--- src/rtl/fetch_unit.sv ---
// Instruction fetch stage: owns the PC, drives a 2-cycle-latency instruction RAM and tags returns.
// Optional performance counters are enabled with `define FETCH_PERF_CNT_EN.
module fetch_unit #(
  parameter int          ADDR_WIDTH = 4,
  parameter logic [31:0] RESET_PC   = 32'h0000_0000
) (
  input  logic                  reloj,
  input  logic                  reset,
  input  logic                  stall,
  input  logic                  redirect_valid,
  input  logic [31:0]           redirect_pc,
  output logic [ADDR_WIDTH-1:0] mem_addr,
  output logic                  mem_enable,
  output logic                  mem_re,
  output logic                  mem_we,
  output logic [31:0]           mem_dataIn,
  output logic                  mem_reset,
  input  logic [31:0]           mem_dataOut,
  output logic [31:0]           inst,
  output logic [31:0]           inst_pc,
`ifdef FETCH_PERF_CNT_EN
  output logic [31:0]           fetch_count,
  output logic [31:0]           bubble_count,
`endif
  output logic                  inst_valid
);

  logic [31:0] pc;
  logic        v1;
  logic [31:0] pc1;
  logic        v2;
  logic [31:0] pc2;

  // The RAM pipeline (array read and output register) advances only when decode is not stalled,
  // so the tag pipeline must freeze under exactly the same condition.
  assign mem_enable = ~reset & ~stall;
  assign mem_re     = ~reset & ~stall;
  assign mem_we     = 1'b0;
  assign mem_dataIn = 32'd0;
  assign mem_reset  = reset;
  assign mem_addr   = pc[ADDR_WIDTH+1:2];

  assign inst       = mem_dataOut;
  assign inst_pc    = pc2;
  assign inst_valid = v2;

  always_ff @(posedge reloj) begin
    if (reset) begin
      pc  <= RESET_PC;
      v1  <= 1'b0;
      pc1 <= 32'd0;
      v2  <= 1'b0;
      pc2 <= 32'd0;
    end else if (redirect_valid) begin
      // Both in-flight slots are dropped; pc1/pc2 are don't-care while their valids are low.
      pc <= redirect_pc & ~32'd3;
      v1 <= 1'b0;
      v2 <= 1'b0;
    end else if (!stall) begin
      pc  <= pc + 32'd4;
      v1  <= 1'b1;
      pc1 <= pc;
      v2  <= v1;
      pc2 <= pc1;
    end
  end

`ifdef FETCH_PERF_CNT_EN
  always_ff @(posedge reloj) begin
    if (reset) begin
      fetch_count  <= 32'd0;
      bubble_count <= 32'd0;
    end else begin
      if (v2 && !stall) fetch_count <= fetch_count + 32'd1;
      if (!v2)          bubble_count <= bubble_count + 32'd1;
    end
  end
`endif

endmodule

--- config.mk ---
export PLATFORM = sky130hd
export DESIGN_NAME = fetch_unit
export DESIGN_NICKNAME = d
export VERILOG_FILES = /design/src/rtl/fetch_unit.sv
export SDC_FILE = /design/constraint.sdc
export NUM_CORES = 1
export LEC_CHECK = 0
export BUFFER_PORTS_ARGS = -buffer_cell sky130_fd_sc_hd__buf_4
export CAP_MARGIN = 40
export CORE_ASPECT_RATIO = 0.5
export CORE_UTILIZATION = 49
export DETAILED_ROUTE_END_ITERATION = 10
export MAX_ROUTING_LAYER = met4
export PLACE_DENSITY = 0.8
export SLEW_MARGIN = 10
export SYNTH_ARGS = -nofsm -noshare
export SYNTH_HDL_FRONTEND = slang
export SYNTH_SLANG_ARGS = --single-unit
--- constraint.sdc ---
create_clock -name reloj -period 2.7 [get_ports reloj]
set_clock_uncertainty 0.1 [all_clocks]
set_input_delay 0.27 -clock reloj [delete_from_list [all_inputs] [get_ports reloj]]
set_output_delay 0.27 -clock reloj [all_outputs]
set_load 0.01 [all_outputs]
Yosys cells after proc, flatten, opt, wreduce, memory -nomap -nowiden --
Index checks and enable logic that the tools add are counted.
Operators by class: bitwise logic cells 4, muxes and demuxes 2, reduce and logical (&&, ||, !) cells 2, $add $sub $neg 1, eq/ne operators 1
Operator list (number):
- 32-bit two-way mux | 2
- 32-bit by 3-bit adder with 32-bit output, second input constant | 1
- 1-bit NOT | 3
- 2-bit by 1-bit inequality test with 1-bit output, second input constant | 1
- 2-bit AND reduction | 1
- 2-bit OR reduction | 1
- 1-bit bitwise AND | 1
Storage, ports and cells: word-level logic and storage cells 16, bits in registers 98

Longest topological paths before layout --
Gate-level depths: netlist of run 1.
depth after elaboration 3, mapped depth 6

Worst setup path before layout of run 1 --
No wires, ideal clock.
path type flip-flop to flip-flop, from register pc[13], to register pc[23], arrival time 1.838 ns, setup slack 0.650 ns, buffers on the path 2, data required time 2.488 ns, library setup time 0.112 ns, cell stages (with the launch flop) 7, cell sequence dfxtp_1 -> clkbuf_1 -> inv_1 -> or4_1 -> buf_2 -> or3_1 -> a2111oi_1
On the way: cells in the longest elaborated chain, start to end 3
RTL lines:
- start: declaration | line 28 | logic [31:0] pc;
- start signal: assignment | line 56 | pc <= redirect_pc & ~32'd3;
- start signal: assignment | line 60 | pc <= pc + 32'd4;
- 32-bit by 3-bit adder with 32-bit output | line 60
- 32-bit two-way mux | line 59 | end else if (!stall) begin
- 32-bit two-way mux | line 54 | end else if (redirect_valid) begin
No other way between the ends. The select of a mux whose other input is x is not followed. A chain may end at the register's enable or synchronous reset.

Final worst setup path of run 1 --
from register pc[14], to register pc[23]
Same word-level chain as after synthesis.

==> reports/summary.txt, run 1 <==
r2r endpoint = pc[23]
Tot GR Track Use = 23.84%
Worst Hold Class = in -> reg
Lkg Pwr = 1.841 nW
Final Non-Filler Cells = 719
grt total ovfl = 0
1st-iter DRT viols = 401
largest net degree at the start of global routing = 65
Synth Warn # = 0
Num CTS Buffers = 9
Worst Hold Depth = 3
antenna diode count = 0
Die Span Y = 69.85 um
drt total wl = 10.84 mm
Max Slew Vio Count = 0
vias in the first global route = 3,479
Max Cap Viol = 0
setup bufs post-CTS = 0
Die X = 137.7 um
std cell rows = 24
Initial Utilization = 51.09%
DR vias = 3,986
unrepaired setup endpoints after global routing = no
critical-path maximum fanout = 9
Avg Cell Area, Syn = 7.737 sq um
layout cell share with drive strength beyond 1 = 16.94%
Power Dens Cells = 602.5 nW/um^2
Synth Register Bits = 92
crit path launch type = flop
DP Wirelength = 7.343 mm
Mapped Area = 4511 sq um
htree depth = 3
Layout area overhead = 10.96%
Crit path required time = 2.83 ns
final hold vios = 0
status = finished clean
fmax = 435.2 MHz
total die area = 9617 sq um
min cycle time layout = 2.298 ns
Worst-path clk slew = 0.07 ns
Endpoint, Worst Hold = pc[18]
post-synth cell types = 48
Final ANT Viol Nets = 0
post-synthesis cell count = 583
CTS sink count = 92
EDFF count, synth = 0
Synth async-reset ratio = 0%
# resized after CTS = 0
Max VDD drop = 0.0003265 V
initial antenna violation count = 0
fin nets = 666
Tcrit/Tclk final = 85.11%
clock root buffer = clkbuf_16
CP endpoint kind = flop
Sum Neg Setup Slack = 0 ns
DRT Pass-1 Iters = 5
worst reg2reg path depth = 4
fillers = 817
CTS Buffer Depth = 2
Clock Latency Late Sink = 0.34 ns
Hold WS = 0.05910 ns
CP Class = reg -> reg
routed len/inst = 15.08 um
dpl cells = 703
# IOs = 173
Final setup viols = 0
DR DRC count = 0
gp weighted congestion = 0.8843
CTS Hold Buffers Added = 0
port bufs = 71
worst slew pin tran = 0.6591 ns
first-pass GRT wire length = 17.31 mm
fin area = 5005 sq um
Worst R2R Setup Slack = 0.40 ns
TritonCTS clock tree = yes
crit path DAT = 2.42 ns
worst r2r src = pc[14]
DP Area = 4698 sq um
min-delay src = redirect_pc[18]
Core Area = 8828 sq um
Main synth FF type = dfxtp_1
post-synthesis sequential area ratio = 40.83%
Via density = 5.544
Slew headroom = 56.06%
## metrics by stage
| stage | total power [mW] | utilization [%] | setup WS, ns |
|---|---|---|---|
| 2_1_floorplan | 1.742 | - | 0.6498 |
| 3_3_place_gp | 1.743 | 53.22 | 0.4835 |
| 3_5_place_dp | 1.752 | 53.22 | 0.4474 |
| 4_1_cts | 3.020 | 56.69 | 0.4132 |
| 5_1_grt | 3.121 | 56.69 | 0.2911 |
| 6_report | 3.015 | 56.69 | 0.4022 |
## worst max-delay path: stages (launching register included)
cell	delay (ns)
dfxtp_1	0.49
nand4_4	0.21
or4_1	0.66
or3_1	0.40
a2111oi_1	0.33
## logic make-up after synthesis
| group | share of synthesized area [%] |
|---|---|
| other | 0.08314 |
| muxes | 0.4438 |
| DFF | 40.83 |
| xor gates and xnor gates | 1.942 |
| AOI/OAI and AO/OA | 15.31 |
| and+or+nand+nor | 25.35 |
| adders and majority gates | 0.2773 |
| buffers and inverters | 15.76 |
## layer usage
| layer | global-route usage [%] | up-vias | share of wire [%] |
|---|---|---|---|
| li1 | - | 1918 | - |
| met1 | 31.54 | 1844 | 44 |
| met2 | 36.07 | 184 | 46 |
| met3 | 4.751 | 40 | 8.4 |
| met4 | 8.425 | 0 | 1.8 |
| met5 | - | - | 0 |
## sequential cells by signal, indices dropped and copies added, names as in the netlist
signal and cells:
pc1 30, v1 1, pc 30, inst_valid 1
inst_pc 30
## cell usage after synthesis (9+ instances only)
cell | n | share of area (%)
a211oi_1 | 10 | 1.7
a21oi_1 | 65 | 7.2
nor4_1 | 9 | 1.2
nor2_1 | 33 | 2.7
clkbuf_1 | 31 | 2.6
nand2_1 | 145 | 12
buf_4 | 74 | 12
nand3_1 | 13 | 1.4
dfxtp_1 | 92 | 41
nand4_1 | 12 | 1.7
## cell type report
cell class	instances	area, sq um	share of cell area (%)
inverters	7	26.28	0.5250
multi-input cells	410	2093	41.83
clock buffers	9	225.2	4.500
well taps	117	146.4	2.925
repair buffers	77	590.6	11.80
clock inverters	7	81.33	1.625
flip-flops and latches	92	1842	36.80
## worst max path at each step
stage / from / to / slack, ns
after floorplan: pc[13] / pc[23] / 0.65
after global placement: stall / pc[17] / 0.48
after detailed placement: pc[14] / pc[23] / 0.45
after CTS: pc[9] / pc[23] / 0.41
after global routing: pc[9] / pc[23] / 0.29
final: pc[14] / pc[23] / 0.40
## layout by cell type, fill, tap and decap left out, types with 2 or more instances in the layout
| cell type | count |
|---|---|
| nand2_1 | 145 |
| a2111oi_0 | 2 |
| mux2i_1 | 2 |
| a2111oi_1 | 2 |
| or3_1 | 5 |
| nor4_1 | 9 |
| inv_1 | 6 |
| or4_1 | 4 |
| and2_1 | 3 |
| o211ai_1 | 5 |
| nor3_1 | 4 |
| xnor2_1 | 4 |
| o31ai_1 | 2 |
| dfxtp_1 | 92 |
| a21oi_1 | 65 |
| o311ai_0 | 5 |
| nor2_1 | 32 |
| nor2b_1 | 3 |
| a211oi_1 | 10 |
| nand4_1 | 12 |
| nand3b_1 | 3 |
| a311oi_1 | 6 |
| clkinvlp_4 | 2 |
| or2_2 | 3 |
| xor2_1 | 6 |
| clkbuf_16 | 9 |
| inv_8 | 2 |
| buf_4 | 76 |
| nand3_1 | 13 |
| a31oi_1 | 6 |
| and4_1 | 5 |
| o21ai_0 | 4 |
| conb_1 | 35 |
## report_power, final
group          switching [mW]  internal [mW]  leakage, nW
clock                   0.553          0.732        0.146
sequential             0.0655           1.41        0.750
combinational           0.158          0.101        0.945
total                   0.777           2.24         1.84
Note: power is estimated with default switching activity, not from simulation.
==> run 2, diff against run 1 <==
Settings changed: REMOVE_ABC_BUFFERS from default to 1.
Clock period 2.7 ns to 2.2 ns, I/O delays scaled along.
==> run 2 against run 1 <==
Routed wire length increased by 7.6%. Via count increased by 2.0%. Critical endpoint unchanged. Largest cell class unchanged. Non-clock buffer count is 26 higher. Worst hold slack lost 0.049 ns. Design area increased by 3.3%. Global-route usage increased by 1.6 points. Worst setup slack worse by 0.29 ns. Maximum frequency is 10% higher. Clock-buffer cell count grew 1. Die area stayed put. Critical path type unchanged. Register-to-register slack lost 0.29 ns. Highest routed layer unchanged.
==> reports/summary.txt, run 2 (synthesis results as in run 1) <==
P_sw = 0.9091 mW (+17%)
Via density = 5.459 (-1.5%)
# IOs = 173 (unchanged)
antenna diode count = 0 (unchanged)
htree depth = 3 (unchanged)
1st-iter DRT viols = 298 (-26%)
Final setup viols = 0 (unchanged)
fillers = 824 (+0.86%)
Clock Power Share = 41.1% (-1.5 points)
worst r2r src = pc[12]
Clock Latency Late Sink = 0.35 ns (about the same)
drt total wl = 11.66 mm (+7.6%)
min cycle time layout = 2.083 ns (-0.2144 ns)
Worst Hold Class = in -> reg
critical-path maximum fanout = 8 (-1)
Slew headroom = 56.66% (+0.60 points)
DP Area = 4866 sq um (+3.6%)
grt total ovfl = 0 (unchanged)
Max Slew Vio Count = 0 (unchanged)
Endpoint, Worst Hold = pc[18]
Buf/Inv on CP = 0 (unchanged)
gp weighted congestion = 0.8707 (-1.5%)
Comb pwr share = 10.1% (+1.5 points)
Final WS setup = 0.1165 ns (-0.2856 ns)
first-pass GRT wire length = 18.07 mm (+4.4%)
fin nets = 692 (+3.9%)
DRT Pass-1 Iters = 5 (unchanged)
Max VDD drop = 0.0004829 V (+48%)
vias in the first global route = 3,635 (+4.5%)
crit path DAT = 2.22 ns (-0.20 ns)
CTS Buffer Depth = 2 (unchanged)
worst reg2reg path depth = 4 (unchanged)
worst slew pin tran = 0.6492 ns (-0.009921 ns)
Tcrit/Tclk final = 94.70% (+9.6 points)
final hold vios = 0 (unchanged)
critical-path cell list = nand4_1 -> or4_4 -> or3_1 -> a2111oi_1
most common cell after layout, fill and taps aside = nand2_1
Tot GR Track Use = 25.40% (+1.6 points)
port bufs = 71 (unchanged)
min-delay src = redirect_pc[18]
Die X = 137.7 um (unchanged)
initial antenna violation count = 0 (unchanged)
commonest non-fill, non-tap cells in the layout = 145 x nand2_1, 103 x buf_4, 91 x dfxtp_1
layout cell share with drive strength beyond 1 = 20.54% (+3.6 points)
sw frac = 24.89% (-0.86 points)
Reg power frac = 48.8% (about the same)
Hold WS = 0.01003 ns (-0.04906 ns)
Power Total = 3.652 mW (+21%)
Core Area = 8828 sq um (unchanged)
fin area = 5170 sq um (+3.3%)
total die area = 9617 sq um (unchanged)
Layout area overhead = 14.62%
Worst-path clk slew = 0.06 ns (about the same)
TritonCTS clock tree = yes
Int Power = 2.743 mW (+23%)
Power Dens Cells = 706.5 nW/um^2 (+17%)
Initial Utilization = 51.09% (unchanged)
Worst Hold Depth = 3 (unchanged)
crit path launch type = flop
crit-path leading delay family = simple AND/OR/NAND/NOR gates
routed len/inst = 15.65 um (+3.8%)
max incr delay on CP = 0.61 ns (-0.05 ns)
fmax = 480.0 MHz (+10%)
CP Class = reg -> reg
DP Wirelength = 8.061 mm (+9.8%)
DR DRC count = 0 (unchanged)
Worst R2R Setup Slack = 0.12 ns (-0.29 ns)
Critical-path top delay cell = or4_4
clock root buffer = clkbuf_16
Final Non-Filler Cells = 745 (+3.6%)
status = finished clean
largest net degree at the start of global routing = 49 (-25%)
CP endpoint kind = flop
Lkg Pwr = 1.964 nW (+6.7%)
std cell rows = 24 (unchanged)
DR vias = 4,067 (+2.0%)
Final ANT Viol Nets = 0 (unchanged)
CTS Hold Buffers Added = 0 (unchanged)
Num CTS Buffers = 9 (unchanged)
Crit path required time = 2.33 ns (-0.50 ns)
Max Cap Viol = 0 (unchanged)
CTS sink count = 92 (unchanged)
unrepaired setup endpoints after global routing = no
pre-CTS setup slack = 0.04938 ns (-0.3980 ns)
Die Span Y = 69.85 um (unchanged)
dpl cells = 727 (+3.4%)
r2r endpoint = pc[23]
## run 2: cell types whose count changed in the layout (fill, tap and decap cells not counted), moves of 2 or more
cell	previous run	this run
clkinv_2	1	5
inv_8	2	0
buf_4	76	103
clkinvlp_4	2	0
## run 2: worst max path at each step
| stage | cells after the start | slack [ns] | endpoint | from |
|---|---|---|---|---|
| floorplan | 3 | -0.47 | pc[20] | redirect_valid |
| global placement | 4 | 0.12 | pc[23] | pc[12] |
| detailed placement | 4 | 0.05 | pc[23] | pc[12] |
| CTS | 4 | 0.03 | pc[23] | pc[12] |
| global route | 4 | 0.01 | pc[23] | pc[12] |
| finish | 4 | 0.12 | pc[23] | pc[12] |
## run 2: per-stage QoR
step                setup TNS [ns]  utilization [%]
global route                     0            58.56
global placement                 0            55.12
floorplan                   -21.53                -
CTS                              0            58.33
detailed placement               0            55.12
finish                           0            58.56
## run 2: layout make-up
| cell class | count | area (sq um) | share of cell area [%] |
|---|---|---|---|
| clock buffers | 10 | 229.0 | 4.429 |
| clock inverters | 6 | 55.05 | 1.065 |
| inverters | 7 | 26.28 | 0.5082 |
| multi-input cells | 410 | 2097 | 40.56 |
| flip-flops and latches | 92 | 1843 | 35.65 |
| well taps | 117 | 146.4 | 2.832 |
| repair buffers | 103 | 773.2 | 14.96 |
## run 2: worst reg2reg max path: stages, from the launching register on
cell and delay (ns):
dfxtp_1 0.39, nand4_1 0.17, or4_4 0.61, or3_1 0.37
a2111oi_1 0.33
## run 2: timing repair
item,in CTS,in global routing
endpoints found under the setup margin,0,3
gates resized for setup,0,2
buffers inserted,0,2
## run 2: layer usage
| metal | vias up | GRT usage, % | part of all wire [%] |
|---|---|---|---|
| met3 | 19 | 12.94 | 11 |
| li1 | 1978 | - | - |
| met1 | 1874 | 31.64 | 44 |
| met2 | 196 | 35.40 | 43 |
| met5 | - | - | 0 |
| met4 | 0 | 7.692 | 1.6 |
## run 2: power by group through the flow
stage               Combinational, mW  Sequential [mW]  Clock (mW)
finish                          0.368             1.78        1.50
global route                    0.404             1.79        1.59
CTS                             0.365             1.78        1.52
detailed placement              0.363             1.82           0
global placement                0.356             1.81           0
floorplan                       0.159             1.82           0
